`src/rtl/qeip_reset_sequencer.sv`:
```
// Reset sequencer: qualifies PLL lock, then releases the peripheral domain
// followed by the core domain; tracks the last reset cause and lock losses.
module qeip_reset_sequencer #(
    parameter int SYNC_STAGES    = 2,
    parameter int LOCK_STABLE    = 16,
    parameter int HOLD_CYCLES    = 32,
    parameter int STAGGER_CYCLES = 4
) (
    input  logic       clk,
    input  logic       rstnn,
    input  logic       pll_locked,
    input  logic       sw_reset_req,
    output logic       rstnn_periph,
    output logic       rstnn_core,
    output logic       ready,
    output logic [1:0] reset_cause,
    output logic [7:0] lock_loss_count
);

    localparam int MAX_A   = (LOCK_STABLE > HOLD_CYCLES) ? LOCK_STABLE : HOLD_CYCLES;
    localparam int MAX_CNT = (MAX_A > STAGGER_CYCLES) ? MAX_A : STAGGER_CYCLES;
    // The counter only ever reaches MAX_CNT-1 before it is cleared.
    localparam int CNT_W   = (MAX_CNT > 1) ? $clog2(MAX_CNT) : 1;

    localparam logic [CNT_W-1:0] LOCK_LAST  = CNT_W'(LOCK_STABLE - 1);
    localparam logic [CNT_W-1:0] HOLD_LAST  = CNT_W'(HOLD_CYCLES - 1);
    localparam logic [CNT_W-1:0] STAG_LAST  = CNT_W'(STAGGER_CYCLES - 1);

    localparam logic [2:0] ST_ASSERT     = 3'd0;
    localparam logic [2:0] ST_WAIT_LOCK  = 3'd1;
    localparam logic [2:0] ST_HOLD       = 3'd2;
    localparam logic [2:0] ST_REL_PERIPH = 3'd3;
    localparam logic [2:0] ST_RUN        = 3'd4;

    localparam logic [1:0] CAUSE_EXT  = 2'd0;
    localparam logic [1:0] CAUSE_LOCK = 2'd1;
    localparam logic [1:0] CAUSE_SW   = 2'd2;

    logic [SYNC_STAGES-1:0] rst_sync;
    logic [SYNC_STAGES-1:0] lock_sync;
    logic                   rstnn_s;
    logic                   locked_s;

    // NOTE: reset asserts asynchronously but releases only after SYNC_STAGES
    // clk edges, so the rest of the block never sees a metastable release.
    always_ff @(posedge clk or negedge rstnn) begin
        if (!rstnn) begin
            rst_sync <= '0;
        end else begin
            rst_sync <= {rst_sync[SYNC_STAGES-2:0], 1'b1};
        end
    end

    always_ff @(posedge clk or negedge rstnn) begin
        if (!rstnn) begin
            lock_sync <= '0;
        end else begin
            lock_sync <= {lock_sync[SYNC_STAGES-2:0], pll_locked};
        end
    end

    assign rstnn_s  = rst_sync[SYNC_STAGES-1];
    assign locked_s = lock_sync[SYNC_STAGES-1];

    logic [2:0]       state, state_n;
    logic [CNT_W-1:0] cnt, cnt_n;
    logic             periph_n, core_n, ready_n;
    logic [1:0]       cause_n;
    logic [7:0]       llc_n;

    // NOTE: every next-state variable gets a default first so no path
    // through the case statement can infer a latch.
    always_comb begin
        state_n  = state;
        cnt_n    = cnt;
        periph_n = rstnn_periph;
        core_n   = rstnn_core;
        ready_n  = ready;
        cause_n  = reset_cause;
        llc_n    = lock_loss_count;

        case (state)
            ST_ASSERT: begin
                periph_n = 1'b0;
                core_n   = 1'b0;
                ready_n  = 1'b0;
                cnt_n    = '0;
                state_n  = ST_WAIT_LOCK;
            end
            ST_WAIT_LOCK: begin
                if (!locked_s) begin
                    cnt_n = '0;
                end else if (cnt == LOCK_LAST) begin
                    cnt_n   = '0;
                    state_n = ST_HOLD;
                end else begin
                    cnt_n = cnt + CNT_W'(1);
                end
            end
            ST_HOLD: begin
                if (cnt == HOLD_LAST) begin
                    cnt_n    = '0;
                    periph_n = 1'b1;
                    state_n  = ST_REL_PERIPH;
                end else begin
                    cnt_n = cnt + CNT_W'(1);
                end
            end
            ST_REL_PERIPH: begin
                if (cnt == STAG_LAST) begin
                    cnt_n   = '0;
                    core_n  = 1'b1;
                    ready_n = 1'b1;
                    state_n = ST_RUN;
                end else begin
                    cnt_n = cnt + CNT_W'(1);
                end
            end
            ST_RUN: begin
                if (sw_reset_req) begin
                    periph_n = 1'b0;
                    core_n   = 1'b0;
                    ready_n  = 1'b0;
                    cause_n  = CAUSE_SW;
                    state_n  = ST_ASSERT;
                end
            end
            default: begin
                periph_n = 1'b0;
                core_n   = 1'b0;
                ready_n  = 1'b0;
                cnt_n    = '0;
                state_n  = ST_ASSERT;
            end
        endcase

        // Lock loss overrides whatever the state logic above decided,
        // including a simultaneous software request in RUN.
        if (!locked_s && (state == ST_HOLD || state == ST_REL_PERIPH || state == ST_RUN)) begin
            periph_n = 1'b0;
            core_n   = 1'b0;
            ready_n  = 1'b0;
            cnt_n    = '0;
            cause_n  = CAUSE_LOCK;
            llc_n    = (lock_loss_count == 8'hFF) ? lock_loss_count : lock_loss_count + 8'd1;
            state_n  = ST_ASSERT;
        end
    end

    // NOTE: sequential state uses non-blocking assignments so every register
    // samples the pre-edge values regardless of evaluation order.
    always_ff @(posedge clk or negedge rstnn_s) begin
        if (!rstnn_s) begin
            state           <= ST_ASSERT;
            cnt             <= '0;
            rstnn_periph    <= 1'b0;
            rstnn_core      <= 1'b0;
            ready           <= 1'b0;
            reset_cause     <= CAUSE_EXT;
            lock_loss_count <= 8'd0;
        end else begin
            state           <= state_n;
            cnt             <= cnt_n;
            rstnn_periph    <= periph_n;
            rstnn_core      <= core_n;
            ready           <= ready_n;
            reset_cause     <= cause_n;
            lock_loss_count <= llc_n;
        end
    end

endmodule

```
`config.mk`:
```
export PLATFORM = sky130hd
export DESIGN_NAME = qeip_reset_sequencer
export DESIGN_NICKNAME = d
export VERILOG_FILES = /design/src/rtl/qeip_reset_sequencer.sv
export SDC_FILE = /design/constraint.sdc
export NUM_CORES = 1
export LEC_CHECK = 0
export ABC_CLOCK_PERIOD_IN_PS = 800
export BUFFER_PORTS_ARGS = -buffer_cell sky130_fd_sc_hd__buf_4
export CORE_MARGIN = 8
export CORE_UTILIZATION = 55
export DETAILED_ROUTE_END_ITERATION = 10
export PLACE_DENSITY_LB_ADDON = 0.2
export SLEW_MARGIN = 10
export SYNTH_ARGS = -nofsm -noshare
export SYNTH_HDL_FRONTEND = slang
export SYNTH_SLANG_ARGS = --single-unit
```
`constraint.sdc`:
```
create_clock -name clk -period 0.8 [get_ports clk]
set_input_delay 0.16 -clock clk [delete_from_list [all_inputs] [get_ports clk]]
set_output_delay 0.16 -clock clk [all_outputs]
set_load 0.1 [all_outputs]
```
==> results of run 1 <==
[per-stage QoR]
stage | cells | TNS [ns] | setup slack, ns | util
detailed placement | 204 | -16.73 | -1.027 | 0.8117
global placement | 204 | -15.89 | -0.9803 | 0.8117
floorplan | 127 | -13.17 | -0.9629 | -
[cell families after synthesis]
logic type,count (synthesis)
AND/OR/NAND/NOR,44
adder cells (fa/ha/maj),5
XOR/XNOR,3
buffers and inverters,12
flip-flops,24
multiplexers,4
AO/OA/AOI/OAI,34
other,1
==> results.md, run 1 <==
- Buffers inserted to repair hold after CTS numbered 2.
- The starting density of the core is 0.5775.
- After synthesis, the largest family of logic cells by area is simple AND/OR/NAND/NOR gates.
- The area share of the largest cell type after synthesis is 0.4701.
- The die is 64.20 um tall.
- The sequential fraction of the synthesis area is 0.4701.
- The number of setup buffers added after CTS is 16.
- The row count is 17.
- The portion of synthesized area spent on multiplexers is 0.03526.
- Synthesis produced a netlist with a net count of 136.
- Of the total synthesized cell area, the portion taken by XOR and XNOR cells is 0.02057.
- The number of enable-type register cells in the synthesized netlist is 0.
- A synthesized cell averages 10.06 sq um.
- From left edge to right edge, the die measures 64.20 um.
- At the end of routability-driven placement, the weighted congestion stood at 0.8391.
- TritonCTS created 3 clock buffers.
- The count of instances resized after the clock tree is built is 76.
- The warning count from the yosys run is 0.
- The commonest cells after synthesis are dfrtp_1, a21oi_1, nand2_1.
- The run stopped with a tool error.
- The area share of and/or/nand/nor cells after synthesis is 0.1939.
- Once placement finished, the instance area stood at 1795 sq um.
- After synthesis, the share of flip-flops with an asynchronous set or reset is 1.000.
- The count of input and output buffers is 16.
- The root cell of the clock tree is clkbuf_4.
- The fraction of the mapped netlist area in adder cells is 0.04897.
- The most common cell in the synthesized netlist is dfrtp_1.
- The cell area that synthesis handed to floorplanning was 1277 sq um.
- The stage where the run ended is clock tree synthesis.
- For this design the top-level I/O count stands at 17.
- The number of unique standard cell types used by synthesis is 42.
- After legalization and detailed placement, the total HPWL measured 2383 um.
- The fraction of the mapped netlist area in compound gates is 0.1900.
- The clock sink count is 24.
- The tool reported: "[ERROR DPL-0038] Utilization greater than 100%, impossible to legalize".
- The synthesized design contains 24 register bits.
- In the post-synthesis netlist, the biggest area contributors are dfrtp_1, ha_1, a21oi_1.
- The post-synthesis cell count is 127.
- The largest area contributor in the synthesized netlist is dfrtp_1.
- In the synthesized netlist the dominant register cell turns out to be dfrtp_1.
- In this run the number of H-tree levels came out at 1.
- The maximum buffer depth of the clock tree is 2.
==> run 2, diff against run 1 <==
--- a/config.mk
+++ b/config.mk
@@ -7,10 +7,10 @@
 export LEC_CHECK = 0
 export ABC_CLOCK_PERIOD_IN_PS = 800
 export BUFFER_PORTS_ARGS = -buffer_cell sky130_fd_sc_hd__buf_4
-export CORE_MARGIN = 8
-export CORE_UTILIZATION = 55
+export CORE_AREA = 8 8 69 71
 export DETAILED_ROUTE_END_ITERATION = 10
-export PLACE_DENSITY_LB_ADDON = 0.2
+export DIE_AREA = 0 0 77 79
+export PLACE_DENSITY_LB_ADDON = 0.15
 export SLEW_MARGIN = 10
 export SYNTH_ARGS = -nofsm -noshare
 export SYNTH_HDL_FRONTEND = slang
==> results.md, run 2 <==
- The number of unique standard cell types used by synthesis is 42.
- The area added between synthesis and finish is 85.80%.
- The worst setup slack after layout is -1.053 ns.
- The most used flip-flop cell after synthesis is dfrtp_1.
- Wires add up to 3667 um.
- Ranked by instance count, the synthesized netlist is headed by dfrtp_1, a21oi_1, nand2_1.
- The detailed router placed 1213 vias in this run.
- The run finished, with violations left.
- The global placer's final weighted congestion is 0.7690.
- The number of H-tree levels is 1.
- The number of gates on the worst path with buffers counted is 5.
- The met2 routing resource usage after global routing is 0.2294.
- After synthesis, the mean cell area works out to 10.06 sq um.
- The largest registers in the layout are lock_loss_count: 8 flops, cnt: 5 flops, state: 3 flops.
- The starting density of the core is 0.3363.
- The async set-or-reset flop fraction in the synthesized netlist is 1.000.
- On the final layout, the worst clock skew is 0.001768 ns.
- The maximum buffer depth of the clock tree is 2.
- The fraction of final layout cells sized beyond drive strength 1 is 0.6378.
- The synthesized cell area is 1277 sq um.
- The maximum ir drop on the vdd rail is 1.062 mV.
- The tree built by TritonCTS fans out to 24 sinks.
- The smallest clock period supported by the final layout is computed as 1.853 ns.
- The critical path launch point is cnt[0]$_DFFE_PN0P_.
- In this run the tool buffered the top-level ports with 16 buffer cells.
- Leaving out fill and tap cells, the most frequent cells in the layout are buf_4, buf_6, buf_12.
- By startpoint and endpoint, the worst setup path is classified as reg2reg.
- The count of endpoints failing hold in the final timing report came to 0.
- The total chip power is 2.288 mW.
- The worst setup path is launched from a flop.
- The checks that failed: setup timing.
- The number of flip-flops in the largest register is 8.
- The power density relative to cell area is 964.0 nW/um^2.
- Of the available clock period, the critical path in the final layout requires 2.316.
- The detailed-placement wirelength estimate is 2535 um.
- Of the post-synthesis cell area, the dominant cell type holds 0.4701.
- The first-pass GRT wire length is 6354 um.
- Hold is met by 0.1595 ns.
- Synthesis produced a netlist whose cell count is 127.
- The synthesized design spends more area on one cell type than any other, namely dfrtp_1.
- For this run, design rule violations remaining after detail routing come to 0.
- Max-cap violations in this run came to 0.
- The chip width is 77 um.
- Traced cell by cell, the critical path runs through ha_4, or4b_4, a311oi_4, nor2_2, a221o_1.
- For this run, the slowest stage of the critical path takes 0.49 ns.
- The detail-routed via count per cell is 4.931.
- The cell type group with the largest total delay on the critical path is simple AND/OR/NAND/NOR gates.
- The finished layout holds 246 standard cells, fillers aside.
- The cell sitting at the root of the clock tree is a clkbuf_8.
- In the global route stage, overall resource usage came out at 0.1263.
- Leaving out fill and tap cells, the most frequent cell in the layout is buf_4.
- The critical path endpoint category is a flop.
- Once placement completed, the tool counted placed cells totaling 224.
- The count of state elements after synthesis is 24.
- Counting the fill cells in the layout gives 329.
- The number of nets with antenna violations after detailed routing is 0.
- In the post-synthesis netlist, the biggest area contributors are dfrtp_1, ha_1, a21oi_1.
- The row count is 23.
- The clock transition time at the flip-flop clock pins of the worst setup and hold paths is 0.08 ns.
- The count of boundary I/O pins is 17.
- The buffering stage count on the worst path with inverters included is 0.
- For this run, global-route usage on met1 was measured as 0.1444.
- The warning count from the yosys run is 0.
- The most repeated cell in the gate-level netlist after synthesis is dfrtp_1.
- Synthesis produced a netlist with a net count of 136.
- The overflow left after global routing is 0.
- The path type of the worst min-delay path is reg2async.
- The cell at the slowest stage of the critical path is or4b_4.
- The initial antenna violation count was 0.
- The logic depth of the worst register-to-register path is 5.
- The number of global-route vias before repair is 1327.
- The number of CTS-inserted buffers is 3.
- The register with the highest flop count is lock_loss_count.
- The number of enable-type register cells in the synthesized netlist is 0.
- The leakage component of the power is 0.9945 nW.
- The total count of max-transition violations in the final report came to 0.
- The TritonCTS clock tree is built.
- The die is 79 um tall.
- For the worst-skew pair, the clock arrives at the later sink with an insertion delay of 0.26 ns.
- The startpoint of the worst register-to-register path is cnt[0]$_DFFE_PN0P_.
- The number of diodes is 0.
- met2 is the most crowded layer.
- Data on the critical path arrives at its endpoint at 2.01 ns.
- The sequential fraction of the synthesis area is 0.4701.
- The core footprint is 3799 sq um.
- The number of setup violations in the final report is 33.
- The first-pass detailed-route iteration total is 4.
- At the worst endpoint, the required time is 0.95 ns.
- The per-cell routed wire length is 14.91 um.
- Setup repair after global routing could not meet its margin everywhere.
- In the global route stage, met3 resource usage came out at 0.03160.
- The die covers 6083 sq um.
- Entering global routing, the biggest net connects 17 pins.
- The total number of nets in the final design is 206.
- The peak clock frequency supported by timing is 539.6 MHz.
- The largest fanout on the critical path is 3.
- The initial detailed-routing violation count is 44.
[run 2: cell counts after synthesis]
Identical to the previous run, type by type.
[run 2: repair_timing]
action,4_1_cts,5_1_grt
pin swaps,14,12
resized for setup,76,15
endpoints found under the hold margin,5,0
setup buffers,14,7
hold buffers,2,0
setup endpoints to repair,33,33
[run 2: power by group]
part	switching, mW	internal (mW)
clock	0.388	0.439
sequential	0.0239	1.23
combinational	0.0918	0.111
[run 2: worst paths after layout]
path                                             endpoint  slack [ns]
max                                    cnt[2]$_DFFE_PN0P_       -1.05
min                        lock_loss_count[1]$_DFFE_PN0P_        0.16
max reg2reg                            cnt[2]$_DFFE_PN0P_       -1.05
min reg2reg                lock_loss_count[1]$_DFFE_PN0P_        0.16
max in group asynchronous               ready$_DFFE_PN0P_        0.40
min in group clk               reset_cause[0]$_DFFE_PN0P_        0.27
[run 2: cells by family after synthesis]
group	Yosys count	synth area share
other	1	0.002935
flip-flops	24	0.4701
buffers and inverters	12	0.03820
multiplexers	4	0.03526
AO/OA/AOI/OAI	34	0.1900
AND/OR/NAND/NOR	44	0.1939
XOR/XNOR	3	0.02057
adder cells (fa/ha/maj)	5	0.04897
[run 2: metrics by stage]
stage	setup WS [ns]	setup TNS (ns)	area [sq um]	util
global placement	-0.9722	-16.17	1808	0.4760
detailed placement	-1.063	-17.01	1808	0.4760
finish	-1.053	-19.93	2374	0.6248
CTS	-1.039	-19.97	2312	0.6087
global route	-1.114	-21.65	2374	0.6248
floorplan	-0.9629	-13.17	1413	-
[run 2: routing by layer]
| layer | share of wire | up-vias | wire length [um] |
|---|---|---|---|
| met3 | 0.042 | 2 | 154 |
| met2 | 0.52 | 17 | 1925 |
| met5 | 0 | - | 0 |
| met4 | 0.0046 | 0 | 17 |
| met1 | 0.43 | 593 | 1570 |
| li1 | - | 601 | - |
[run 2: worst reg2reg max path, delay by kind of cell (launching register included)]
kind	cells	cell delay (ns)
AND/OR/NAND/NOR	2	0.58
flip-flops	1	0.42
AO/OA/AOI/OAI	2	0.57
adder cells (fa/ha/maj)	1	0.17
[run 2: area by class of cell]
type,instances,area [sq um],area share
repair buffers,70,753.2,0.3173
flip-flops and latches,24,646.9,0.2725
inverters,7,28.78,0.01212
well taps,50,62.56,0.02636
clock buffers,4,55.05,0.02319
multi-input cells,91,827.0,0.3484
No activity file was read; power rests on OpenSTA's default activity.
==> run 3, diff against run 2 <==
--- a/config.mk
+++ b/config.mk
@@ -6,10 +6,11 @@
 export NUM_CORES = 1
 export LEC_CHECK = 0
 export ABC_CLOCK_PERIOD_IN_PS = 800
-export BUFFER_PORTS_ARGS = -buffer_cell sky130_fd_sc_hd__buf_4
 export CORE_AREA = 8 8 69 71
 export DETAILED_ROUTE_END_ITERATION = 10
 export DIE_AREA = 0 0 77 79
+export DONT_BUFFER_PORTS = 1
+export GPL_ROUTABILITY_DRIVEN = 1
 export PLACE_DENSITY_LB_ADDON = 0.15
 export SLEW_MARGIN = 10
 export SYNTH_ARGS = -nofsm -noshare
==> results.md, run 3 (synthesized netlist as in run 2, its figures left out) <==
- The count of boundary I/O pins is 17.
- The number of global-route vias before repair is 1266.
- The startpoint type of the worst setup path is a flop.
- The power density relative to cell area is 1005 nW/um^2.
- The part of the power in the clock network is 0.371.
- The min-delay analysis places its worst path in the category in2async.
- The floorplan step set the die width to 77 um.
- IR analysis of the VDD net gives a maximum drop of 0.7488 mV.
- The switching power is 0.5146 mW.
- The floorplan step defined a core boundary enclosing 3799 sq um.
- The sequential power share is 0.552.
- The maximum buffer depth of the clock tree is 2.
- The first routing iteration left 57 violations.
- The first-pass GRT wire length is 6044 um.
- Of the total power, the share spent switching nets is 0.2259.
- Counting the buffers created by CTS gives 3.
- The count of input and output buffers is 0.
- The clock sink count is 24.
- The critical setup path kind is reg2reg.
- Relative to the synthesized area, the layout overhead comes to 77.37%.
- In this run the number of H-tree levels came out at 1.
- The worst setup slack after layout is -1.022 ns.
- Clock skew on the completed layout was measured at 0.004214 ns.
- The first-pass detailed-route iteration total is 4.
- The count of endpoints failing hold in the final timing report came to 0.
- The final wirelength is 3628 um.
- The data required time at the worst endpoint is 0.96 ns.
- For this run, the total global-route usage over all layers was measured as 0.1206.
- For this run, the top clock speed supported by timing is 548.8 MHz.
- Of the total power, combinational logic draws 0.077.
- The analysis attributes to cell leakage a power of 0.9307 nW.
- Among all stages on the critical path, the largest delay is contributed by or4b_4.
- The number of max-capacitance violations reported is 0.
- After floorplanning, the core was divided into 23 placement rows.
- The TritonCTS clock tree is built.
- The worst hold-check slack is 0.1475 ns.
- From bottom edge to top edge, the die measures 79 um.
- The internal power contribution is 1.764 mW.
- After filler insertion, the fill cell instance count of the layout stands at 322.
- For this run, the post-layout net count is 192.
- The register with the most flip-flops in the layout has 8 of them.
- The starting density of the core is 0.3363.
- In the routed layout, each cell is associated on average with a via count of 5.095.
- Once detail routing completed, the nets flagged for antenna violations numbered 0.
- The largest fanout on the critical path is 3.
- The buffering stage count on the worst path with inverters included is 0.
- The largest registers in the layout are lock_loss_count: 8 flops, cnt: 5 flops, state: 3 flops.
- For the worst setup path, the data arrival time is 1.98 ns.
- In the finished design, the share of the clock period the worst path needs comes to 2.278.
- The vias after detailed routing is 1182.
- The later pin in the worst-skew pair is clocked with a latency of 0.27 ns.
- The die covers 6083 sq um.
- STA classifies the critical path endpoint as a flop.
- The final critical path time including I/O delays and setup is 1.822 ns.
- Clock-pin slew was measured on the worst setup and hold paths at 0.09 ns.
- In this run the clock root is driven by a clkbuf_8.
- Setup repair after global routing could not meet its margin everywhere.
- Entering global routing, the biggest net connects 17 pins.
- After detailed routing, the average wire length per cell comes to 15.64 um.
- The setup total negative slack is -19.73 ns.
- The run finished, with violations left.
- The cell family contributing the most delay on the critical path is compound AO/OA/AOI/OAI gates.
- The congestion estimate from routability-driven global placement came to 0.7768.
- The initial antenna violation count is 0.
- lock_loss_count holds more flip-flops than any other register.
- For this run, the slowest stage of the critical path takes 0.48 ns.
- In the layout the commonest cells are buf_4, buf_12, dfrtp_4.
- The final reports fail on setup timing.
- Detailed placement ended at an HPWL of 2390 um.
- The library cell used most frequently in the layout, excluding fill and tap cells, is buf_4.
- Walking the worst path, the cells encountered are ha_4, or4b_4, a311oi_4, nor2_2, a221o_1.
- The fraction of final layout cells sized beyond drive strength 1 is 0.6099.
- The number of setup violations in the final report is 33.
- The overflow left after global routing is 0.
- The number of antenna diodes in the final layout is 0.
- The total count of max-transition violations in the final report is 0.
- For this run, design rule violations remaining after detail routing come to 0.
[run 3: changes by cell type in the layout (fill, tap and decap cells not counted), sizes merged]
cell  previous run  this run
buf             68        54
[run 3: layout make-up]
type	instances	area [sq um]	area share
Multi-Input combinational cell	91	845.8	0.3733
Inverter	7	33.78	0.01491
Timing Repair Buffer	56	621.8	0.2744
Tap cell	50	62.56	0.02761
Clock buffer	4	55.05	0.02430
Sequential cell	24	646.9	0.2855
[run 3: timing repair]
action / CTS / global route
gates resized for setup: 57 / 28
pin swaps: 9 / 9
buffers inserted: 7 / 4
endpoints found under the setup margin: 33 / 33
hold buffers: 2 / 0
endpoints found under the hold margin: 5 / 0
[run 3: layer usage]
metal / routed length (um) / global-route usage
met3: 129 / 0.02822
met2: 1828 / 0.2124
met4: 76 / 0.05472
met5: 0 / 0
met1: 1594 / 0.1362
[run 3: through the flow]
step           std cells  setup slack (ns)  total power [mW]  cell area (sq um)  utilization
3_5_place_dp         218           -0.9987             1.415               1775       0.4674
5_1_grt              232            -1.071             2.388               2266       0.5965
3_3_place_gp         218           -0.9552             1.411               1775       0.4674
6_report             232            -1.022             2.278               2266       0.5965
4_1_cts              231           -0.9799             2.279               2143       0.5642
2_1_floorplan        127           -0.9629             1.349               1413            -
[run 3: power groups by stage]
stage	clock network, mW	logic [mW]	registers, mW
detailed placement	0	0.137	1.28
global placement	0	0.134	1.28
global route	0.931	0.196	1.26
finish	0.846	0.174	1.26
floorplan	0	0.0528	1.30
CTS	0.858	0.168	1.25
[run 3: path summary, 6_finish.rpt]
kind | startpoint | to | slack, ns | cells after the start
max | cnt[0]$_DFFE_PN0P_ | cnt[2]$_DFFE_PN0P_ | -1.02 | 5
min | rstnn | rst_sync[0]$_DFF_PN0_ | 0.15 | 1
max reg2reg | cnt[0]$_DFFE_PN0P_ | cnt[2]$_DFFE_PN0P_ | -1.02 | 5
min reg2reg | rst_sync[1]$_DFF_PN0_ | lock_loss_count[2]$_DFFE_PN0P_ | 0.16 | 1
max in group asynchronous | rst_sync[1]$_DFF_PN0_ | ready$_DFFE_PN0P_ | 0.40 | 1
min in group clk | sw_reset_req | reset_cause[1]$_DFFE_PN0P_ | 0.19 | 3
[run 3: worst reg2reg max path, cell delays in order, from the launching register on]
cell	delay, ns
dfrtp_1	0.40
ha_4	0.16
or4b_4	0.48
a311oi_4	0.30
nor2_2	0.08
a221o_1	0.29
==> run 4, diff against run 3 <==
--- a/config.mk
+++ b/config.mk
@@ -6,6 +6,8 @@
 export NUM_CORES = 1
 export LEC_CHECK = 0
 export ABC_CLOCK_PERIOD_IN_PS = 800
+export CELL_PAD_IN_SITES_DETAIL_PLACEMENT = 2
+export CELL_PAD_IN_SITES_GLOBAL_PLACEMENT = 2
 export CORE_AREA = 8 8 69 71
 export DETAILED_ROUTE_END_ITERATION = 10
 export DIE_AREA = 0 0 77 79
==> results.md, run 4 <==
- The count of boundary I/O pins is 17.
- The number of H-tree levels is 1.
- The run stopped with a tool error.
- After the last repair the worst path ends at a sequential cell input.
- CTS placed an instance of clkbuf_8 at the clock tree root.
- OpenSTA, run right after detailed placement, puts the worst setup slack at -1.124 ns.
- The share of the Yosys chip area taken by registers is 0.4701.
- The detailed-placement wirelength estimate is 3260 um.
- In this run the core area contains 23 standard-cell rows.
- The average footprint of a synthesized cell is 10.06 sq um.
- By area the synthesized netlist is led by dfrtp_1, ha_1, a21oi_1.
- Counting every net in the synthesized netlist gives 136.
- The cell count after placement is 220.
- After synthesis, the most frequently instantiated cells are dfrtp_1, a21oi_1, nand2_1.
- Yosys mapped the design onto 42 distinct sky130hd cell types.
- The stage where the run ended is global routing.
- The initial antenna violation count is 0.
- Counting flops and latches in the post-synthesis netlist gives 24.
- The synthesized design contains 0 enable-type register cells.
- The warning count from the yosys run is 0.
- The clock sink count is 24.
- During placement, the flow inserted port buffers numbering 0.
- The die is 77 um wide.
- The congestion estimate from routability-driven global placement came to 0.7520.
- The last worst endpoint in the global-route repair_timing is cnt[2]$_DFFE_PN0P_/D.
- The most repeated cell in the gate-level netlist after synthesis is dfrtp_1.
- The initial utilization of the core area, before any placement, comes to 0.3363.
- In the synthesized netlist, the number of instances is 127.
- The die is 79 um tall.
- The async set-or-reset flop fraction in the synthesized netlist is 1.000.
- Summed over all instances, the cell type with the most area after synthesis is dfrtp_1.
- The area share of the largest cell type after synthesis is 0.4701.
- The main flop type after synthesis is dfrtp_1.
- The synthesized cell area is 1277 sq um.
- The maximum buffer depth of the clock tree is 2.
- The first error in the log reads "[ERROR DPL-0033] detailed placement checks failed during check placement".
- Entering global routing, the biggest net connects 21 pins.
- Clock tree synthesis inserted a total of 3 buffers.
## run 4: metrics by stage
step	hold WS [ns]	area (sq um)
after CTS	0.1442	2270
after detailed placement	-0.1355	1815
after global placement	-0.1355	1815
after floorplan	-0.1356	1413
## run 4: kinds of logic after synthesis
group | share of synthesized area
fa+ha+maj | 0.04897
flops | 0.4701
other cells | 0.002935
mux | 0.03526
buf+inv | 0.03820
xor+xnor | 0.02057
simple gates | 0.1939
compound gates | 0.1900
## run 4: what timing repair did
item | in CTS
cloned | 0
pin swaps | 15
buffers inserted | 8
hold endpoints to repair | 5
setup endpoints to repair | 33
hold buffers | 2
gates resized for setup | 75
